<file path="src/rtl/dsp_wresp_ordered_router.sv">
// Write-response dispatcher: returns slave B beats to one master in AW order,
// synthesising DECERR for unmapped AWs, through a single registered output stage.
module dsp_wresp_ordered_router #(
    parameter int unsigned SLV_AMT         = 4,
    parameter int unsigned OUTSTANDING_AMT = 8,
    parameter int unsigned RESP_DEPTH      = 4,
    parameter int unsigned TRANS_MST_ID_W  = 5,
    parameter int unsigned TRANS_WR_RESP_W = 2,
    parameter int unsigned SLV_ID_W        = $clog2(SLV_AMT),
    parameter int unsigned CNT_W           = $clog2(OUTSTANDING_AMT + 1)
) (
    input  logic                                 ACLK_i,
    input  logic                                 ARESET_i,
    input  logic                                 dsp_AW_shift_en_i,
    input  logic [SLV_ID_W-1:0]                  dsp_AW_slv_id_i,
    input  logic                                 dsp_AW_decerr_i,
    input  logic [TRANS_MST_ID_W-1:0]            dsp_AW_mst_id_i,
    output logic                                 dsp_AW_ready_o,
    input  logic [TRANS_MST_ID_W*SLV_AMT-1:0]    sa_BID_i,
    input  logic [TRANS_WR_RESP_W*SLV_AMT-1:0]   sa_BRESP_i,
    input  logic [SLV_AMT-1:0]                   sa_BVALID_i,
    output logic [SLV_AMT-1:0]                   sa_BREADY_o,
    output logic [TRANS_MST_ID_W-1:0]            m_BID_o,
    output logic [TRANS_WR_RESP_W-1:0]           m_BRESP_o,
    output logic                                 m_BVALID_o,
    input  logic                                 m_BREADY_i,
    output logic [CNT_W-1:0]                     outstanding_cnt_o
);

    localparam int unsigned ORD_AW = $clog2(OUTSTANDING_AMT);
    localparam int unsigned RSP_AW = $clog2(RESP_DEPTH);
    localparam int unsigned ORD_EW = 1 + SLV_ID_W + TRANS_MST_ID_W;
    localparam int unsigned RSP_EW = TRANS_MST_ID_W + TRANS_WR_RESP_W;

    // Order FIFO storage and pointers (extra wrap bit distinguishes full from empty)
    logic [ORD_EW-1:0]          r_ord_mem [OUTSTANDING_AMT];
    logic [ORD_AW:0]            r_ord_wptr;
    logic [ORD_AW:0]            r_ord_rptr;
    logic [CNT_W-1:0]           r_cnt;

    logic [RSP_EW-1:0]          r_rsp_mem  [SLV_AMT][RESP_DEPTH];
    logic [RSP_AW:0]            r_rsp_wptr [SLV_AMT];
    logic [RSP_AW:0]            r_rsp_rptr [SLV_AMT];

    logic                       r_bvalid;
    logic [TRANS_MST_ID_W-1:0]  r_bid;
    logic [TRANS_WR_RESP_W-1:0] r_bresp;

    logic                       w_ord_full;
    logic                       w_ord_empty;
    logic                       w_ord_push;
    logic                       w_ord_pop;
    logic [ORD_EW-1:0]          w_head;
    logic                       w_head_decerr;
    logic [SLV_ID_W-1:0]        w_head_slv;
    logic [TRANS_MST_ID_W-1:0]  w_head_id;
    logic [RSP_EW-1:0]          w_head_rsp;
    logic                       w_head_avail;
    logic                       w_load_ok;
    logic                       w_pop_decerr;
    logic                       w_pop_slv;

    logic [SLV_AMT-1:0]         w_rsp_full;
    logic [SLV_AMT-1:0]         w_rsp_empty;
    logic [SLV_AMT-1:0]         w_rsp_push;
    logic [SLV_AMT-1:0]         w_rsp_pop;

    assign w_ord_full  = (r_ord_wptr[ORD_AW] != r_ord_rptr[ORD_AW]) &&
                         (r_ord_wptr[ORD_AW-1:0] == r_ord_rptr[ORD_AW-1:0]);
    assign w_ord_empty = (r_ord_wptr == r_ord_rptr);
    assign w_ord_push  = dsp_AW_shift_en_i && !w_ord_full;

    assign w_head        = r_ord_mem[r_ord_rptr[ORD_AW-1:0]];
    assign w_head_decerr = w_head[ORD_EW-1];
    assign w_head_slv    = w_head[TRANS_MST_ID_W +: SLV_ID_W];
    assign w_head_id     = w_head[TRANS_MST_ID_W-1:0];
    assign w_head_avail  = !w_rsp_empty[w_head_slv];
    assign w_head_rsp    = r_rsp_mem[w_head_slv][r_rsp_rptr[w_head_slv][RSP_AW-1:0]];

    // Only the slave FIFO named by the order head may feed the output register
    assign w_load_ok    = !r_bvalid || m_BREADY_i;
    assign w_pop_decerr = !w_ord_empty && w_head_decerr && w_load_ok;
    assign w_pop_slv    = !w_ord_empty && !w_head_decerr && w_head_avail && w_load_ok;
    assign w_ord_pop    = w_pop_decerr || w_pop_slv;

    always_comb begin
        w_rsp_full  = '0;
        w_rsp_empty = '0;
        for (int s = 0; s < SLV_AMT; s++) begin
            w_rsp_full[s]  = (r_rsp_wptr[s][RSP_AW] != r_rsp_rptr[s][RSP_AW]) &&
                             (r_rsp_wptr[s][RSP_AW-1:0] == r_rsp_rptr[s][RSP_AW-1:0]);
            w_rsp_empty[s] = (r_rsp_wptr[s] == r_rsp_rptr[s]);
        end
    end

    always_comb begin
        w_rsp_push = '0;
        w_rsp_pop  = '0;
        for (int s = 0; s < SLV_AMT; s++) begin
            w_rsp_push[s] = sa_BVALID_i[s] && !w_rsp_full[s];
            w_rsp_pop[s]  = w_pop_slv && (w_head_slv == SLV_ID_W'(s));
        end
    end

    // Storage arrays carry no reset; validity lives entirely in the pointers
    always_ff @(posedge ACLK_i) begin
        if (w_ord_push) begin
            r_ord_mem[r_ord_wptr[ORD_AW-1:0]] <= {dsp_AW_decerr_i, dsp_AW_slv_id_i, dsp_AW_mst_id_i};
        end
        for (int s = 0; s < SLV_AMT; s++) begin
            if (w_rsp_push[s]) begin
                r_rsp_mem[s][r_rsp_wptr[s][RSP_AW-1:0]] <=
                    {sa_BID_i[s*TRANS_MST_ID_W +: TRANS_MST_ID_W],
                     sa_BRESP_i[s*TRANS_WR_RESP_W +: TRANS_WR_RESP_W]};
            end
        end
    end

    always_ff @(posedge ACLK_i or posedge ARESET_i) begin
        if (ARESET_i) begin
            r_ord_wptr <= '0;
            r_ord_rptr <= '0;
            r_cnt      <= '0;
            r_bvalid   <= 1'b0;
            r_bid      <= '0;
            r_bresp    <= '0;
            for (int s = 0; s < SLV_AMT; s++) begin
                r_rsp_wptr[s] <= '0;
                r_rsp_rptr[s] <= '0;
            end
        end else begin
            if (w_ord_push) r_ord_wptr <= r_ord_wptr + (ORD_AW+1)'(1);
            if (w_ord_pop)  r_ord_rptr <= r_ord_rptr + (ORD_AW+1)'(1);

            case ({w_ord_push, w_ord_pop})
                2'b10:   r_cnt <= r_cnt + CNT_W'(1);
                2'b01:   r_cnt <= r_cnt - CNT_W'(1);
                default: ;
            endcase

            for (int s = 0; s < SLV_AMT; s++) begin
                if (w_rsp_push[s]) r_rsp_wptr[s] <= r_rsp_wptr[s] + (RSP_AW+1)'(1);
                if (w_rsp_pop[s])  r_rsp_rptr[s] <= r_rsp_rptr[s] + (RSP_AW+1)'(1);
            end

            if (w_pop_decerr) begin
                r_bvalid <= 1'b1;
                r_bid    <= w_head_id;
                r_bresp  <= TRANS_WR_RESP_W'(2'b11);
            end else if (w_pop_slv) begin
                r_bvalid <= 1'b1;
                r_bid    <= w_head_rsp[TRANS_WR_RESP_W +: TRANS_MST_ID_W];
                r_bresp  <= w_head_rsp[TRANS_WR_RESP_W-1:0];
            end else if (r_bvalid && m_BREADY_i) begin
                r_bvalid <= 1'b0;
            end
        end
    end

    // Readies deassert combinationally while reset is held
    assign dsp_AW_ready_o    = !w_ord_full && !ARESET_i;
    assign sa_BREADY_o       = ~w_rsp_full & {SLV_AMT{!ARESET_i}};
    assign m_BVALID_o        = r_bvalid;
    assign m_BID_o           = r_bid;
    assign m_BRESP_o         = r_bresp;
    assign outstanding_cnt_o = r_cnt;

endmodule

</file>
<file path="config.mk">
export PLATFORM = sky130hd
export DESIGN_NAME = dsp_wresp_ordered_router
export DESIGN_NICKNAME = d
export VERILOG_FILES = /design/src/rtl/dsp_wresp_ordered_router.sv
export SDC_FILE = /design/constraint.sdc
export NUM_CORES = 1
export LEC_CHECK = 0
export CELL_PAD_IN_SITES_DETAIL_PLACEMENT = 1
export CELL_PAD_IN_SITES_GLOBAL_PLACEMENT = 2
export CORE_UTILIZATION = 45
export CTS_CLUSTER_SIZE = 10
export DETAILED_ROUTE_END_ITERATION = 8
export GPL_ROUTABILITY_DRIVEN = 0
export PLACE_DENSITY = 0.83
export SYNTH_ARGS = -nofsm -noshare
export SYNTH_HDL_FRONTEND = slang
export SYNTH_SLANG_ARGS = --single-unit
</file>
<file path="constraint.sdc">
create_clock -name ACLK_i -period 4.69 [get_ports ACLK_i]
set_input_delay 0.938 -clock ACLK_i [delete_from_list [all_inputs] [get_ports ACLK_i]]
set_output_delay 0.938 -clock ACLK_i [all_outputs]
set_load 0.01 [all_outputs]
</file>
* Word level (Yosys, flattened, before mapping) *
Memory sizes are Yosys's and may differ from the RTL's.
Cells that the tools add are included.

storage, ports and cells
  bits in registers = 44
  input port bits = 44
  memories = 2
  RAM bits = 176

memory list
  name       depth  width  read ports  clocked after memory_dff  write ports  RTL line  source
  r_rsp_mem  4      28     1           0                         4            41        logic [RSP_EW-1:0] r_rsp_mem [SLV_AMT][RESP_DEPTH];
  r_ord_mem  8      8      1           0                         1            36        logic [ORD_EW-1:0] r_ord_mem [OUTSTANDING_AMT];

cells by class
  equal/unequal tests = 20
  magnitude comparators = 11
  multiplexer cells = 34
  bitwise logic cells = 8
  add/sub/neg operators = 12
  reduce and logical (&&, ||, !) cells = 41

operators by type and width
  kind                                                                   count
  28-bit 2-to-1 mux                                                      4
  7-bit demux with 2-bit select                                          4
  7-bit 2-to-1 mux                                                       6
  1-bit logical AND                                                      25
  3-bit by 1-bit adder with 3-bit output (second input constant)         8
  3-bit >= comparator (second input constant)                            6
  2-bit inverter with 3-bit output                                       6
  3-bit == test                                                          5
  7-bit binary-select mux with 2-bit select                              1
  4-bit by 1-bit adder with 4-bit output (second input constant)         3
  3-bit by 1-bit < comparator with 1-bit output (second input constant)  4
  1-bit zero test                                                        10
  1-bit 2-to-1 mux                                                       10
  5-bit 2-to-1 mux                                                       2
  2-bit == test                                                          4
  2-bit 2-to-1 mux                                                       4
  4-bit one-hot mux with 2 select lines                                  1
  3-bit binary-select mux with 2-bit select                              1
  2-bit == test (second input constant)                                  3
  1-bit inequality test                                                  5
  4-bit bitwise AND                                                      1
  2-bit by 1-bit == test with 1-bit output (second input constant)       2
  4-bit == test                                                          1
  4-bit inverter                                                         1
  7 further kinds                                                        9

* Logic depth before layout (Yosys ltp) *
An unclocked memory read counts as a cell.

  word-level depth = 11
  mapped depth = 15
  mapped depth without buffers = 12

* Worst setup path before layout *
No wires, ideal clock.

  path kind = register to register
  start = reg r_ord_rptr[0]
  end = reg r_cnt[2] (netlist: outstanding_cnt_o[2])
  setup time = 128 ps
  stages on the path, launching flop included = 15
  arrival time = 3211 ps
  buffers on the path = 3
  required time = 4562 ps
  path slack = 1352 ps
  cells stage by stage = dfrtp_1 -> mux4_1 -> mux2i_4 -> buf_12 -> buf_12 -> mux2i_1 -> o21bai_1 -> buf_2 -> ha_1 -> xor2_1 -> ha_1 -> a21oi_1 -> xor2_1 -> nor2_1 -> xor2_1

on the way
  cells in the longest elaborated chain, start to end = 9

RTL lines
  what                                                                         RTL line  source
  from (decl)                                                                  38        logic [ORD_AW:0] r_ord_rptr;
  from (signal assigned)                                                       133       if (w_ord_pop) r_ord_rptr <= r_ord_rptr + (ORD_AW+1)'(1);
  memory 8 x 8 bit                                                             n/a
  1-bit binary-select mux with 2-bit select                                    77        assign w_head_avail = !w_rsp_empty[w_head_slv];
  1-bit 2-to-1 mux (not written as such)                                       77
  1-bit zero test                                                              77
  1-bit logical AND (2 in series)                                              83        assign w_pop_slv = !w_ord_empty && !w_head_decerr && w_head_avail && w_load_ok;
  1-bit logical OR *                                                           84        assign w_ord_pop = w_pop_decerr || w_pop_slv;
  net w_ord_pop                                                                52        logic w_ord_pop;
  2-bit by 1-bit == test with 1-bit output or 2-bit == test (tied branches)    135       case ({w_ord_push, w_ord_pop})
  4-bit one-hot mux with 2 select lines or 2-bit nonzero test (tied branches)  n/a
  to (signal assigned)                                                         136       2'b10: r_cnt <= r_cnt + CNT_W'(1);
  to (signal assigned)                                                         137       2'b01: r_cnt <= r_cnt - CNT_W'(1);
  to (decl)                                                                    39        logic [CNT_W-1:0] r_cnt;

The timed path passes the listed nets; every way through them passes the cells marked *. The select of a mux whose other input is x is not followed.
A chain may end at the register's enable or synchronous reset.

* Final worst setup path *
  start = reg r_ord_rptr[0]
  end = reg r_bid[4] (netlist: m_BID_o[4])

on the way
  cells in the longest elaborated chain, start to end = 11

RTL lines
  what                                                    RTL line  source
  memory 8 x 8 bit                                        n/a
  2-bit inverter with 3-bit output (not written as such)  78        assign w_head_rsp = r_rsp_mem[w_head_slv][r_rsp_rptr[w_head_slv][RSP_AW-1:0]];
  3-bit binary-select mux with 2-bit select               78
  2-bit 2-to-1 mux (not written as such) (2 in series)    78
  2-bit inverter with 3-bit output (not written as such)  78
  7-bit binary-select mux with 2-bit select               78
  7-bit 2-to-1 mux (not written as such) (2 in series)    78
  5-bit 2-to-1 mux                                        150       end else if (w_pop_slv) begin
  5-bit 2-to-1 mux                                        146       if (w_pop_decerr) begin
  to (signal assigned)                                    148       r_bid <= w_head_id;
  to (signal assigned)                                    152       r_bid <= w_head_rsp[TRANS_WR_RESP_W +: TRANS_MST_ID_W];
  to (decl)                                               46        logic [TRANS_MST_ID_W-1:0] r_bid;

Several ways; a longest one is shown, not always the timed one. The select of a mux whose other input is x is not followed.

==> metrics.log <==
[metrics] outcome: finished clean
[metrics] area of combinational cells with multiple inputs: 2846 um^2
[metrics] main area contributors after synthesis: edfxtp_1, dfrtp_1, mux2i_1
[metrics] Resized Gates After CTS: 0
[metrics] final hold violation count: 0
[metrics] synthesis warning total: 0
[metrics] deepest clock path buffer count: 3
[metrics] global route total overflow: 0
[metrics] final worst path period need: ~3800 ps
[metrics] cell area after synthesis: 9452 um^2
[metrics] total of buffers placed on input and output ports: 60
[metrics] placement-stage worst setup slack: 860.7 ps
[metrics] top-area cell type share of the netlist area: about 56%
[metrics] number of antenna violations at the first check in global routing: 0
[metrics] critical path cell sequence: mux4_1 -> mux2i_4 -> buf_4 -> buf_4 -> mux2i_1 -> mux4_1 -> a22o_1 -> a211oi_1
[metrics] number of endpoints failing setup at the final stage: 0
[metrics] number of synthesized register bits: 220
[metrics] Post-Route WL: between 20,000 and 25,000 um
[metrics] CP Buf/Inv Count: 2
[metrics] Clock Tree Root: clkbuf_16
[metrics] slew at the pin closest to its max-slew limit: 1104 ps
[metrics] global-route wire length before repair: 33,350 um
[metrics] clock input transition at the sequential cells of the worst setup and hold paths: 60 ps
[metrics] Fillers: 1,894
[metrics] hold slack final: 468.7 ps
[metrics] VDD IR-drop max: 0.3308 mV
[metrics] source-to-sink clock delay at the later pin of the worst-skew pair: 530 ps
[metrics] count of cells along the worst hold path: 1
[metrics] HPWL reported at the end of detailed placement: 15,100 um
[metrics] Post-CTS Setup Bufs: 0
[metrics] number of iterations in the first detailed-routing pass: 4
[metrics] maximum fanout along the worst path: 43
[metrics] Total Die Area: 21,590 um^2
[metrics] level count of the clock H-tree: 1
[metrics] number of buffers created by CTS: 26
[metrics] via count of the first global-routing pass: 5,576
[metrics] DRC violations left: 0
[metrics] cell family with most CP delay: multiplexers
[metrics] Mapped Nets: 604
[metrics] # IOs: 61
[metrics] antenna diode instance count: 0
[metrics] type of origin of the critical path: register
[metrics] cell count after synthesis: between 500 and 600
[metrics] Max Clock Skew: about 28 ps
[metrics] synth cell count leaders: edfxtp_1, mux2i_1, dfrtp_1
[metrics] DRT antenna net count: 0
[metrics] unrepaired setup endpoints after global routing: no
[metrics] Avg Synthesized Cell Area: 17.67 um^2
[metrics] Layout area overhead: 16.65%
[metrics] number of clock sinks: 220
[metrics] worst hold path type: register to register
[metrics] ratio of final minimum period to clock period: 81.61%
[metrics] vias after detailed routing: roughly 5k
[metrics] final critical-path setup slack: 862.4 ps
[metrics] initial core utilization: 46.26%
[metrics] flip-flop cell with the highest count after synthesis: edfxtp_1
[metrics] violation count after the first detailed-route iteration: 274
[metrics] clock tree from TritonCTS: done
[metrics] Max-cap violations: 0
[metrics] number of flops mapped to enable cells by yosys: 176
[metrics] sum of negative setup slack: 0 ps
[metrics] Slew Limit Headroom: 26.37%
[metrics] LEAKAGE: between 4 and 5 nW
[metrics] path depth of the worst reg2reg path: 8
[metrics] data required time at the worst endpoint: 5130 ps
[metrics] Placed Instance Area: 10,280 um^2
[metrics] proportion of synthesized chip area in sequential cells: between 60% and 70%
[metrics] Synth async-reset ratio: 20.00%
[metrics] worst stage delay on the critical path: 690 ps
[metrics] core footprint: 20,430 um^2
[metrics] average via count per standard cell: 5.467
[metrics] cell area power density: 739.0 nW/um^2
[metrics] f_max: 0.2613 GHz
[metrics] Final Net Count: 685
[metrics] number of core rows: 52
[metrics] number of instances in the placed design: 858
[metrics] share of final-layout standard cells stronger than drive strength 1: 11.02%
[metrics] Finished Layout Cells: 905
[metrics] classification of the worst setup path: register to register
[metrics] final routed wire length divided by cell count: around 24 um
[metrics] number of different library cells in the post-synthesis netlist: 42
[metrics] most area-hungry cell type in the Yosys netlist: edfxtp_1
[metrics] largest net degree at the start of global routing: 45
[metrics] hold-fix buffer count after cts: 0
[metrics] most common cell in the netlist: edfxtp_1
[metrics] max-slew violations: 0
[metrics] category of the worst setup path capture point: register
[metrics] Critical Path Slowest Stage Cell: dfrtp_1
[metrics] number of logic stages on the critical path including buffering: 8
[metrics] critical path arrival: 4270 ps
[metrics] width of the chip: 146.9 um
[metrics] Storage cell area: 6386 um^2
[metrics] overall global routing resource usage: 20.89%
[metrics] die height: 146.9 um
[metrics] post-route standard cell area excluding fillers: 11,030 um^2
==> per-layer routing <==
| layer | GRT usage (%) | part of all wire (%) | up-vias |
|---|---|---|---|
| li1 | - | - | 2242 |
| met1 | 26.58 | 42 | 2559 |
| met2 | 36.54 | 51 | 100 |
| met3 | 2.764 | 3.3 | 47 |
| met4 | 7.784 | 3.2 | 0 |
| met5 | 0 | 0 | - |
==> per-stage QoR <==
stage | utilization, % | power, W
2_1_floorplan | - | 0.005519
3_3_place_gp | 50.32 | 0.006171
3_5_place_dp | 50.32 | 0.006411
4_1_cts | 53.97 | 0.008241
5_1_grt | 53.97 | 0.008599
6_report | 53.97 | 0.008148
==> worst reg2reg max path: cells and delay by family (launching register included) <==
family | cells | cell delay (ps)
AOI/OAI and AO/OA | 2 | 400
buffers and inverters | 2 | 1100
muxes | 4 | 1570
DFF | 1 | 690
==> report_power, final <==
group	internal [W]	switching, W	total, W
Clock	0.00104	0.000748	0.00178
Combinational	0.00154	0.00181	0.00335
Sequential	0.00267	0.000349	0.00301
Total	0.00524	0.00290	0.00815
==> sequential cells by signal, summed over array words and instances, names as in the netlist <==
name / flops
outstanding_cnt_o: 4
r_ord_wptr: 4
m_BID_o: 5
r_rsp_rptr: 12
r_ord_mem: 64
r_rsp_mem: 112
m_BVALID_o: 1
r_rsp_wptr: 12
m_BRESP_o: 2
r_ord_rptr: 4
==> logic make-up after synthesis <==
| kind of cell | after synthesis | share of synthesized area (%) |
|---|---|---|
| flip-flops | 220 | 67.57 |
| multiplexers | 112 | 16.32 |
| AND/OR/NAND/NOR | 82 | 4.594 |
| XOR/XNOR | 42 | 3.892 |
| AO/OA/AOI/OAI | 28 | 1.999 |
| buffers and inverters | 26 | 2.316 |
| adder cells (fa/ha/maj) | 25 | 3.310 |
==> cell type report <==
class / instances / share of cell area (%)
Clock buffer: 44 / 6.514
Clock inverter: 3 / 0.2497
Inverter: 9 / 0.3064
Multi-Input combinational cell: 289 / 25.82
Sequential cell: 220 / 57.92
Tap cell: 270 / 3.064
Timing Repair Buffer: 70 / 6.128
==> cell usage in the layout (no fill, tap or decap), types with 2 or more instances in the layout <==
cell type / synthesis / routed
clkbuf_16: 0 / 26
clkbuf_1: 1 / 18
mux4_1: 10 / 10
a21oi_1: 6 / 6
ha_1: 25 / 25
inv_1: 9 / 8
nor4_1: 2 / 2
mux2i_1: 75 / 75
o21a_1: 2 / 2
nor2_1: 17 / 17
dfrtp_1: 44 / 44
nand2b_1: 2 / 2
nor3_1: 9 / 9
a211oi_1: 7 / 7
clkdlybuf4s50_1: 0 / 60
a22o_1: 5 / 5
xnor2_1: 10 / 10
nand3_1: 2 / 2
xor2_1: 32 / 32
a22oi_1: 2 / 2
mux4_2: 19 / 19
or2_2: 2 / 2
mux2_2: 7 / 7
o21ai_0: 5 / 5
and3_1: 17 / 17
and2_1: 4 / 4
buf_4: 3 / 10
nand2_1: 19 / 19
edfxtp_1: 176 / 176
==> worst paths after layout <==
check                                          start                    to  slack [ps]
worst max register to register         r_ord_rptr[0]            m_BID_o[4]         860
worst max-delay path                   r_ord_rptr[0]            m_BID_o[4]         860
max in group asynchronous                   ARESET_i         r_ord_wptr[0]        2640
worst min register to register  outstanding_cnt_o[3]  outstanding_cnt_o[3]         470
min in group asynchronous                   ARESET_i         r_rsp_wptr[0]        1360
worst min-delay path            outstanding_cnt_o[3]  outstanding_cnt_o[3]         470
No activity file was read; power rests on OpenSTA's default activity.
